===== config.mk =====
export PLATFORM = sky130hd
export DESIGN_NAME = fc_layer_flat
export DESIGN_NICKNAME = d
export VERILOG_FILES = /design/src/rtl/fc_layer_if.sv /design/src/rtl/fc_layer.sv /design/src/flat_wrapper.sv
export SDC_FILE = /design/constraint.sdc
export NUM_CORES = 2
export LEC_CHECK = 0
export CAP_MARGIN = 5
export CORE_UTILIZATION = 43
export DETAILED_ROUTE_END_ITERATION = 8
export PLACE_DENSITY_LB_ADDON = 0.12
export SYNTH_ARGS = -nofsm -noshare
export SYNTH_HDL_FRONTEND = slang
export SYNTH_SLANG_ARGS = --single-unit

===== constraint.sdc =====
create_clock -name clk -period 23.6 [get_ports clk]
set_input_delay 5.9 -clock clk [delete_from_list [all_inputs] [get_ports clk]]
set_output_delay 5.9 -clock clk [all_outputs]
set_load 0.03 [all_outputs]

===== src/rtl/fc_layer_if.sv =====
// DRAM bus between the fc_layer engine and the sequencer's shared single-port DRAM mux.
//   dram_valid  : data_in holds the word requested on addr_in
//   data_in     : DRAM read data
//   data_out    : DRAM write data
//   addr_in     : DRAM read address
//   addr_out    : DRAM write address
//   dram_en_wr  : one-cycle write strobe
//   dram_en_rd  : read request, held until dram_valid
// The engine side uses modport master; the DRAM/mux side uses modport slave.
interface fc_layer_if #(
    parameter int unsigned DATA_WIDTH = 32,
    parameter int unsigned ADDR_WIDTH = 18
) ();
    logic                  dram_valid;
    logic [DATA_WIDTH-1:0] data_in;
    logic [DATA_WIDTH-1:0] data_out;
    logic [ADDR_WIDTH-1:0] addr_in;
    logic [ADDR_WIDTH-1:0] addr_out;
    logic                  dram_en_wr;
    logic                  dram_en_rd;

    modport master (
        input  dram_valid, data_in,
        output data_out, addr_in, addr_out, dram_en_wr, dram_en_rd
    );

    modport slave (
        output dram_valid, data_in,
        input  data_out, addr_in, addr_out, dram_en_wr, dram_en_rd
    );
endinterface


===== src/rtl/fc_layer.sv =====
// Fully-connected layer engine. Computes, for each output neuron o,
//   out[o] = sat((bias[o] << FRAC_BITS + sum_i in[i]*w[o][i]) >>> FRAC_BITS)
// in signed fixed point, fetching every operand from DRAM one word at a time and writing each
// result back as soon as its accumulation finishes.
// Ports:
//   clk    : clock
//   srstn  : synchronous active-low reset
//   enable : start request, sampled only while idle (must drop before a restart is accepted)
//   done   : one-cycle pulse after the last output write
//   dram   : DRAM bus (reads with valid handshake, single-cycle writes); all outputs registered
module fc_layer #(
    parameter int unsigned           DATA_WIDTH = 32,
    parameter int unsigned           ADDR_WIDTH = 18,
    parameter int unsigned           FRAC_BITS  = 16,
    parameter int unsigned           NUM_IN     = 400,
    parameter int unsigned           NUM_OUT    = 120,
    parameter logic [ADDR_WIDTH-1:0] IN_BASE    = 18'h00000,
    parameter logic [ADDR_WIDTH-1:0] WGT_BASE   = 18'h01000,
    parameter logic [ADDR_WIDTH-1:0] BIAS_BASE  = 18'h20000,
    parameter logic [ADDR_WIDTH-1:0] OUT_BASE   = 18'h30000
) (
    input  logic       clk,
    input  logic       srstn,
    input  logic       enable,
    output logic       done,
    fc_layer_if.master dram
);
    localparam int unsigned CNT_W = 12;
    localparam int unsigned ACC_W = 2 * DATA_WIDTH + 12;

    typedef enum logic [2:0] {StIdle, StRdBias, StRdIn, StRdWgt, StMac, StWr, StFin} state_e;

    state_e                state_q, state_d;
    logic [CNT_W-1:0]      o_q, o_d, i_q, i_d;
    logic [ACC_W-1:0]      acc_q, acc_d;
    logic [DATA_WIDTH-1:0] x_q, x_d, w_q, w_d;
    logic                  armed_q, armed_d;
    logic                  rd_q, rd_d, wr_q, wr_d, done_q, done_d;
    logic [ADDR_WIDTH-1:0] addr_in_q, addr_in_d, addr_out_q, addr_out_d;
    logic [DATA_WIDTH-1:0] data_out_q, data_out_d;

    logic signed [2*DATA_WIDTH-1:0] prod;
    logic signed [ACC_W-1:0]        acc_shift;
    logic [ACC_W-DATA_WIDTH:0]      sign_ext;
    logic [DATA_WIDTH-1:0]          sat_val;

    assign prod = $signed(x_q) * $signed(w_q);

    always_comb begin
        state_d    = state_q;
        o_d        = o_q;
        i_d        = i_q;
        acc_d      = acc_q;
        x_d        = x_q;
        w_d        = w_q;
        armed_d    = armed_q;
        addr_in_d  = addr_in_q;
        addr_out_d = addr_out_q;
        data_out_d = data_out_q;

        case (state_q)
            StIdle: begin
                if (enable && armed_q) begin
                    state_d = StRdBias;
                    o_d     = '0;
                    armed_d = 1'b0;
                end else if (!enable) begin
                    armed_d = 1'b1;
                end
            end
            StRdBias: begin
                if (dram.dram_valid) begin
                    // Bias moves into the product scale (2*FRAC_BITS fractional bits).
                    acc_d   = {{(ACC_W-DATA_WIDTH){dram.data_in[DATA_WIDTH-1]}}, dram.data_in}
                              << FRAC_BITS;
                    i_d     = '0;
                    state_d = StRdIn;
                end
            end
            StRdIn: begin
                if (dram.dram_valid) begin
                    x_d     = dram.data_in;
                    state_d = StRdWgt;
                end
            end
            StRdWgt: begin
                if (dram.dram_valid) begin
                    w_d     = dram.data_in;
                    state_d = StMac;
                end
            end
            StMac: begin
                acc_d = acc_q + {{12{prod[2*DATA_WIDTH-1]}}, prod};
                if (i_q == CNT_W'(NUM_IN - 1)) begin
                    state_d = StWr;
                end else begin
                    i_d     = i_q + 1'b1;
                    state_d = StRdIn;
                end
            end
            StWr: begin
                if (o_q == CNT_W'(NUM_OUT - 1)) begin
                    state_d = StFin;
                end else begin
                    o_d     = o_q + 1'b1;
                    state_d = StRdBias;
                end
            end
            StFin:   state_d = StIdle;
            default: state_d = StIdle;
        endcase

        // Saturate the floor-shifted accumulator: in range iff all bits above the data MSB
        // match the sign.
        acc_shift = $signed(acc_d) >>> FRAC_BITS;
        sign_ext  = acc_shift[ACC_W-1:DATA_WIDTH-1];
        if (&sign_ext || ~|sign_ext) begin
            sat_val = acc_shift[DATA_WIDTH-1:0];
        end else if (acc_shift[ACC_W-1]) begin
            sat_val = {1'b1, {(DATA_WIDTH-1){1'b0}}};
        end else begin
            sat_val = {1'b0, {(DATA_WIDTH-1){1'b1}}};
        end

        // Outputs are registered, so they are decoded from the state being entered.
        rd_d   = 1'b0;
        wr_d   = 1'b0;
        done_d = (state_d == StFin);
        case (state_d)
            StRdBias: begin
                rd_d      = 1'b1;
                addr_in_d = BIAS_BASE + ADDR_WIDTH'(o_d);
            end
            StRdIn: begin
                rd_d      = 1'b1;
                addr_in_d = IN_BASE + ADDR_WIDTH'(i_d);
            end
            StRdWgt: begin
                rd_d      = 1'b1;
                addr_in_d = WGT_BASE + ADDR_WIDTH'(32'(o_d) * NUM_IN) + ADDR_WIDTH'(i_d);
            end
            StWr: begin
                wr_d       = 1'b1;
                addr_out_d = OUT_BASE + ADDR_WIDTH'(o_d);
                data_out_d = sat_val;
            end
            default: ;
        endcase
    end

    always_ff @(posedge clk) begin
        if (!srstn) begin
            state_q    <= StIdle;
            o_q        <= '0;
            i_q        <= '0;
            acc_q      <= '0;
            x_q        <= '0;
            w_q        <= '0;
            armed_q    <= 1'b1;
            rd_q       <= 1'b0;
            wr_q       <= 1'b0;
            done_q     <= 1'b0;
            addr_in_q  <= '0;
            addr_out_q <= '0;
            data_out_q <= '0;
        end else begin
            state_q    <= state_d;
            o_q        <= o_d;
            i_q        <= i_d;
            acc_q      <= acc_d;
            x_q        <= x_d;
            w_q        <= w_d;
            armed_q    <= armed_d;
            rd_q       <= rd_d;
            wr_q       <= wr_d;
            done_q     <= done_d;
            addr_in_q  <= addr_in_d;
            addr_out_q <= addr_out_d;
            data_out_q <= data_out_d;
        end
    end

    assign dram.dram_en_rd = rd_q;
    assign dram.dram_en_wr = wr_q;
    assign dram.addr_in    = addr_in_q;
    assign dram.addr_out   = addr_out_q;
    assign dram.data_out   = data_out_q;
    assign done            = done_q;
endmodule

===== src/flat_wrapper.sv =====
// flat-port wrapper written by rule: the top's interface ports become plain ports
module fc_layer_flat 
#(
    parameter int unsigned           DATA_WIDTH = 32,
    parameter int unsigned           ADDR_WIDTH = 18,
    parameter int unsigned           FRAC_BITS  = 16,
    parameter int unsigned           NUM_IN     = 400,
    parameter int unsigned           NUM_OUT    = 120,
    parameter logic [ADDR_WIDTH-1:0] IN_BASE    = 18'h00000,
    parameter logic [ADDR_WIDTH-1:0] WGT_BASE   = 18'h01000,
    parameter logic [ADDR_WIDTH-1:0] BIAS_BASE  = 18'h20000,
    parameter logic [ADDR_WIDTH-1:0] OUT_BASE   = 18'h30000
)
  (clk, srstn, enable, done, dram_dram_valid, dram_data_in, dram_data_out, dram_addr_in, dram_addr_out, dram_dram_en_wr, dram_dram_en_rd);
  fc_layer_if #(.DATA_WIDTH(DATA_WIDTH), .ADDR_WIDTH(ADDR_WIDTH)) dram_i ();
  input  logic clk;
  input  logic srstn;
  input  logic enable;
  output logic done;
  input wire logic [$bits(dram_i.dram_valid)-1:0] dram_dram_valid;
  input wire logic [$bits(dram_i.data_in)-1:0] dram_data_in;
  output wire logic [$bits(dram_i.data_out)-1:0] dram_data_out;
  output wire logic [$bits(dram_i.addr_in)-1:0] dram_addr_in;
  output wire logic [$bits(dram_i.addr_out)-1:0] dram_addr_out;
  output wire logic [$bits(dram_i.dram_en_wr)-1:0] dram_dram_en_wr;
  output wire logic [$bits(dram_i.dram_en_rd)-1:0] dram_dram_en_rd;
  assign dram_i.dram_valid = dram_dram_valid;
  assign dram_i.data_in = dram_data_in;
  assign dram_data_out = dram_i.data_out;
  assign dram_addr_in = dram_i.addr_in;
  assign dram_addr_out = dram_i.addr_out;
  assign dram_dram_en_wr = dram_i.dram_en_wr;
  assign dram_dram_en_rd = dram_i.dram_en_rd;
  fc_layer #(.DATA_WIDTH(DATA_WIDTH), .ADDR_WIDTH(ADDR_WIDTH), .FRAC_BITS(FRAC_BITS), .NUM_IN(NUM_IN), .NUM_OUT(NUM_OUT), .IN_BASE(IN_BASE), .WGT_BASE(WGT_BASE), .BIAS_BASE(BIAS_BASE), .OUT_BASE(OUT_BASE)) u_core (.clk(clk), .srstn(srstn), .enable(enable), .done(done), .dram(dram_i));
endmodule

* Word-level counts from Yosys, hierarchy flattened *
Index checks and enable logic that the tools add are counted.

word-level totals
  word-level logic and storage cells = 72
  bits in registers = 239
  input port bits = 36

cells by class
  multiplexer cells = 22
  $add $sub $neg = 7
  reduce and logical (&&, ||, !) cells = 13
  multiply operators = 2
  equality and inequality tests = 14

operators with widths
  kind                    count
  $pmux 76 s2             1
  $add 76x76->76          1
  $mux 76                 1
  $mul 32x32->64          1
  $mux 32                 2
  $pmux 18 s3             1
  $mux 12                 4
  $pmux 12 s2             2
  $reduce_and 29->1       1
  $reduce_or 29->1        1
  $add 12x1->12 const B   2
  $add 13x18->18 const A  1
  $add 17x13->18 const A  1
  $add 18x12->18          1
  $add 18x12->18 const A  1
  $mux 3                  6
  $pmux 3 s6              1
  $mul 12x5->14 const B   1
  $eq 12x7->1 const B     1
  $eq 12x9->1 const B     1
  $eq 3x2->1 const B      4
  $eq 3x3->1 const B      4
  $reduce_and 2->1        4
  $eq 3x1->1 const B      2
  10 further kinds        13

* Longest topological paths before layout *
  depth after elaboration = 7
  mapped depth = 46
  gate-level depth less buffers = 43

* Least setup slack after synthesis *
OpenSTA, ideal clock, no wires.

  path kind = register to register
  start point = register u_core.w_q[2]
  end point = register u_core.data_out_q[0] (netlist: u_core.dram.data_out[0])
  library setup time = 0.135 ns
  data required time = 23.465 ns
  path buffers = 3
  period minus slack after synthesis = 11.249 ns
  stages on the path, launching flop included = 41
  arrival time = 11.114 ns
  path slack = 12.351 ns
  cell sequence = dfxtp_1 clkbuf_1 nand2_1 inv_1 fa_1 fa_1 fa_1 inv_1 fa_1 inv_1 fa_1 fa_1 fa_1 fa_1 ha_1 clkbuf_1 nor2b_1 o21ai_0 [... 5 more ...] a21o_1 a21oi_1 xnor2_1 ha_1 nand2_1 nor4_4 and2_1 o21ai_1 a22o_1 mux2_4 or4b_4 nor3b_2 nand4_1 nor4_2 nand4_1 o41ai_4 buf_6 a211oi_2

between the ends
  cells in the longest elaborated chain, start to end = 7

RTL lines
  element                   line             text
  start: declaration        fc_layer.sv:36   logic [DATA_WIDTH-1:0] x_q, x_d, w_q, w_d;
  start signal: assignment  fc_layer.sv:172  w_q <= w_d;
  $mul 32x32->64 *          fc_layer.sv:47   assign prod = $signed(x_q) * $signed(w_q);
  $add 76x76->76 *          fc_layer.sv:93   acc_d = acc_q + {{12{prod[2*DATA_WIDTH-1]}}, prod};
  $pmux 76 s2 *             fc_layer.sv:61   case (state_q)
  $reduce_or 29->1          fc_layer.sv:117  if (&sign_ext || ~|sign_ext) begin
  $logic_not 1->1           fc_layer.sv:117
  $logic_or 1x1->1          fc_layer.sv:117
  $mux 32 *                 fc_layer.sv:117
  end signal: assignment    fc_layer.sv:179  data_out_q <= data_out_d;
  end: declaration          fc_layer.sv:40   logic [DATA_WIDTH-1:0] data_out_q, data_out_d;

Every way passes the cells marked *; elsewhere a longest branch is shown, timed or not.
A chain may end at the register's enable or synchronous reset.

* Final worst setup path *
  start point = register u_core.w_q[3]
  end point = register u_core.data_out_q[30] (netlist: u_core.dram.data_out[30])

Same word-level chain as after synthesis.

==> results.md <==
- Status: complete, no violations
- Routed vias/inst: 5.324
- ANT nets after route: 0
- Routed length per instance: 20.22 um
- Slew HR: 0.2834
- Combinational share of power: 0.144
- Worst setup SP type: flop
- I/O Pins: between 100 and 150
- Net Switching: 0.3088 mW
- First-pass GRT wire length: 239,100 um
- Port buffer count: slightly above 100
- Ratio of final minimum period to clock period: 0.5547
- Design Area, Final: 55,180 um2
- DRT Wirelength: 148,500 um
- Syn_area_per_cell: between 8 and 9 um2
- Inserted Clock Buffers: 28
- Worst reg2reg path depth: 35
- Final Hold Fails: 0
- Worst Skew: 0.01349 ns
- Min-delay src: u_core.x_q[18]
- CP arrival: 13.52 ns
- Commonest non-fill, non-tap cell in the layout: fa_1
- Type of the worst setup path: flop to flop
- Ys flop type: dfxtp_1
- Worst Path Max Fanout: 31
- Largest net degree at the start of global routing: 81
- Area after DPL: 54,220 um2
- Starting Density: 0.4330
- Leakage: 26.33 nW
- Fillers: 11,881
- Fin. max-slew vios: 0
- Clock Pin Slew Worst Setup and Hold Paths: 0.07 ns
- Mapped Cells: between 5,000 and 6,000
- H-tree depth: 1
- Synth area leaders: fa_1 42%, dfxtp_1 9.0%, ha_1 7.3%
- Clk network pwr share: 0.448
- CP Capture Type: flop
- Synthesized cell area: 51,880 um2
- Register area: approximately 4700 um2
- Ratio of cells with drive above 1 in the final layout: 0.03699
- Vias in the first global route: 41,007
- PwrDens: approximately 19 nW/um2
- Clk root buf: clkbuf_16
- RSZ-0062 raised after global routing: no
- Worst-Skew Late Latency: 0.58 ns
- Setup tns final: 0 ns
- CP max stage cell: fa_1
- Site Rows: 127
- # DRC: 0
- DP Wirelength: 119,000 um
- Finish-stage setup viols: 0
- Die area: 122,000 um2
- Post-synthesis sequential element count: 234
- Crit path from: u_core.w_q[3]
- Hold Path Depth: 2
- Actual slew at the worst max-slew pin: 1.064 ns
- Internal cell power: 0.7192 mW
- Routability congestion estimate: 0.9192
- Asr flop ratio synth: 0
- Peak VDD IR: 0.05114 mV
- CTS tree: built
- Yosys top cell area share: 0.4210
- Most frequent cells in the layout: 1,091 x fa_1, 993 x inv_1, 787 x nand2_1, 543 x and2_1, 302 x ha_1
- Register area share after synthesis: 0.09030
- Postcts setup bufs: 0
- Antenna violations before repair: 6
- Die height: ~350 um
- Hold Buf Count CTS: 0
- Hold Crit Class: flop to flop
- CTS max path bufs: 3
- Max-cap violations: 0
- Drt pass-1 iters: 8
- RR Startpoint: u_core.w_q[3]
- NumNets Final: 7,141
- YS warnings: 0
- Routed vias: 39,112
- Post-synth EDFFs: 0
- Max stage delay on crit path: 1.06 ns
- Switching Fraction: 0.3004
- Gr ovfl total: 0
- Die width: roughly 350 um
- First-iteration detailed-routing DRC count: 2,281
- Fmax achieved: 76.38 MHz
- Synth cell types: 97
- GRT Resource Usage Total: 0.2504
- CP most frequent cell: fa_1
- Core box area: 119,800 um2
- Flop pwr share: 0.408
- Worst EP required: between 20 and 25 ns
- Clk sinks: around 230
- Cts repair resizes: 0
- Largest area contributor in the netlist: fa_1
- Area of the multi-input gates: 42,170 um2
- Area Overhead vs Synth: 6.360%
- Final min period: 13.09 ns
-- sequential cells by signal, summed over array words and instances, names as in the netlist, 3 cells and up --
signal,cells
u_core.w_q,32
u_core.acc_q,76
u_core.state_q,3
u_core.dram.addr_out,13
u_core.i_q,12
u_core.dram.data_out,32
u_core.x_q,32
u_core.o_q,12
u_core.dram.addr_in,18
-- routing by layer --
layer | track usage | part of all wire | wire length [um] | up-vias
met2 | 0.4267 | 0.49 | 72510 | 820
met4 | 0.03437 | 0.012 | 1835 | 4
met3 | 0.02504 | 0.046 | 6777 | 120
met1 | 0.3520 | 0.45 | 67380 | 20277
met5 | 0 | 0.00015 | 23 | -
li1 | - | - | - | 17891
-- cell type report --
type,instances,area share
multi-input cells,4274,0.7642
diodes,3,0.0001361
clock buffers,35,0.01408
repair buffers,180,0.02907
inverters,994,0.06762
clock inverters,14,0.003107
well taps,1612,0.03655
flip-flops and latches,234,0.08524
-- Yosys cell counts (all sizes together), types with 47 or more instances --
master,number
a21boi,80
xnor2,104
ha,302
a21o,80
nand4,47
nand2,792
nor2,205
o21ai,162
a211oi,48
and2,545
nor2b,85
clkbuf,280
inv,993
nand3,48
dfxtp,234
fa,1091
a21oi,190
-- final timing paths --
path | end | slack [ns]
worst min register to register | u_core.x_q[18] | 0.46
worst max-delay path | u_core.dram.data_out[30] | 10.51
worst max register to register | u_core.dram.data_out[30] | 10.51
worst min-delay path | u_core.x_q[18] | 0.46
-- logic make-up after synthesis --
family	share of synthesized area
DFF	0.09030
other	0.00007229
and+or+nand+nor	0.1826
xor gates and xnor gates	0.02513
adders and majority gates	0.4938
muxes	0.001061
AOI/OAI and AO/OA	0.1096
buffers and inverters	0.09739
-- per-stage QoR --
stage               hold WS (ns)  instances  power, mW  setup WS, ns    util
CTS                       0.4675       7343      1.037         10.48  0.4605
detailed placement        0.4589       7294     0.5746         10.52  0.4525
floorplan                 0.4590       5826     0.5124         12.35       -
global route              0.4840       7343      1.065         9.779  0.4605
global placement          0.4518       7294     0.5747         10.79  0.4525
finish                    0.4646       7346      1.028         10.51  0.4605
-- critical path: cells and delay by family (launching register included) --
family          cells  cell delay (ns)
compound gates     13             2.49
simple gates        8             2.66
flops               1             0.48
buf+inv             4             1.53
fa+ha+maj          10             5.70
-- power by group through the flow --
stage	combinational, mW	sequential [mW]	clock (mW)
final	0.148	0.419	0.461
after global routing	0.159	0.420	0.486
after CTS	0.148	0.419	0.471
after detailed placement	0.147	0.428	0
after global placement	0.147	0.428	0
after floorplan	0.0849	0.428	0
(Power assumes the default switching activity.)
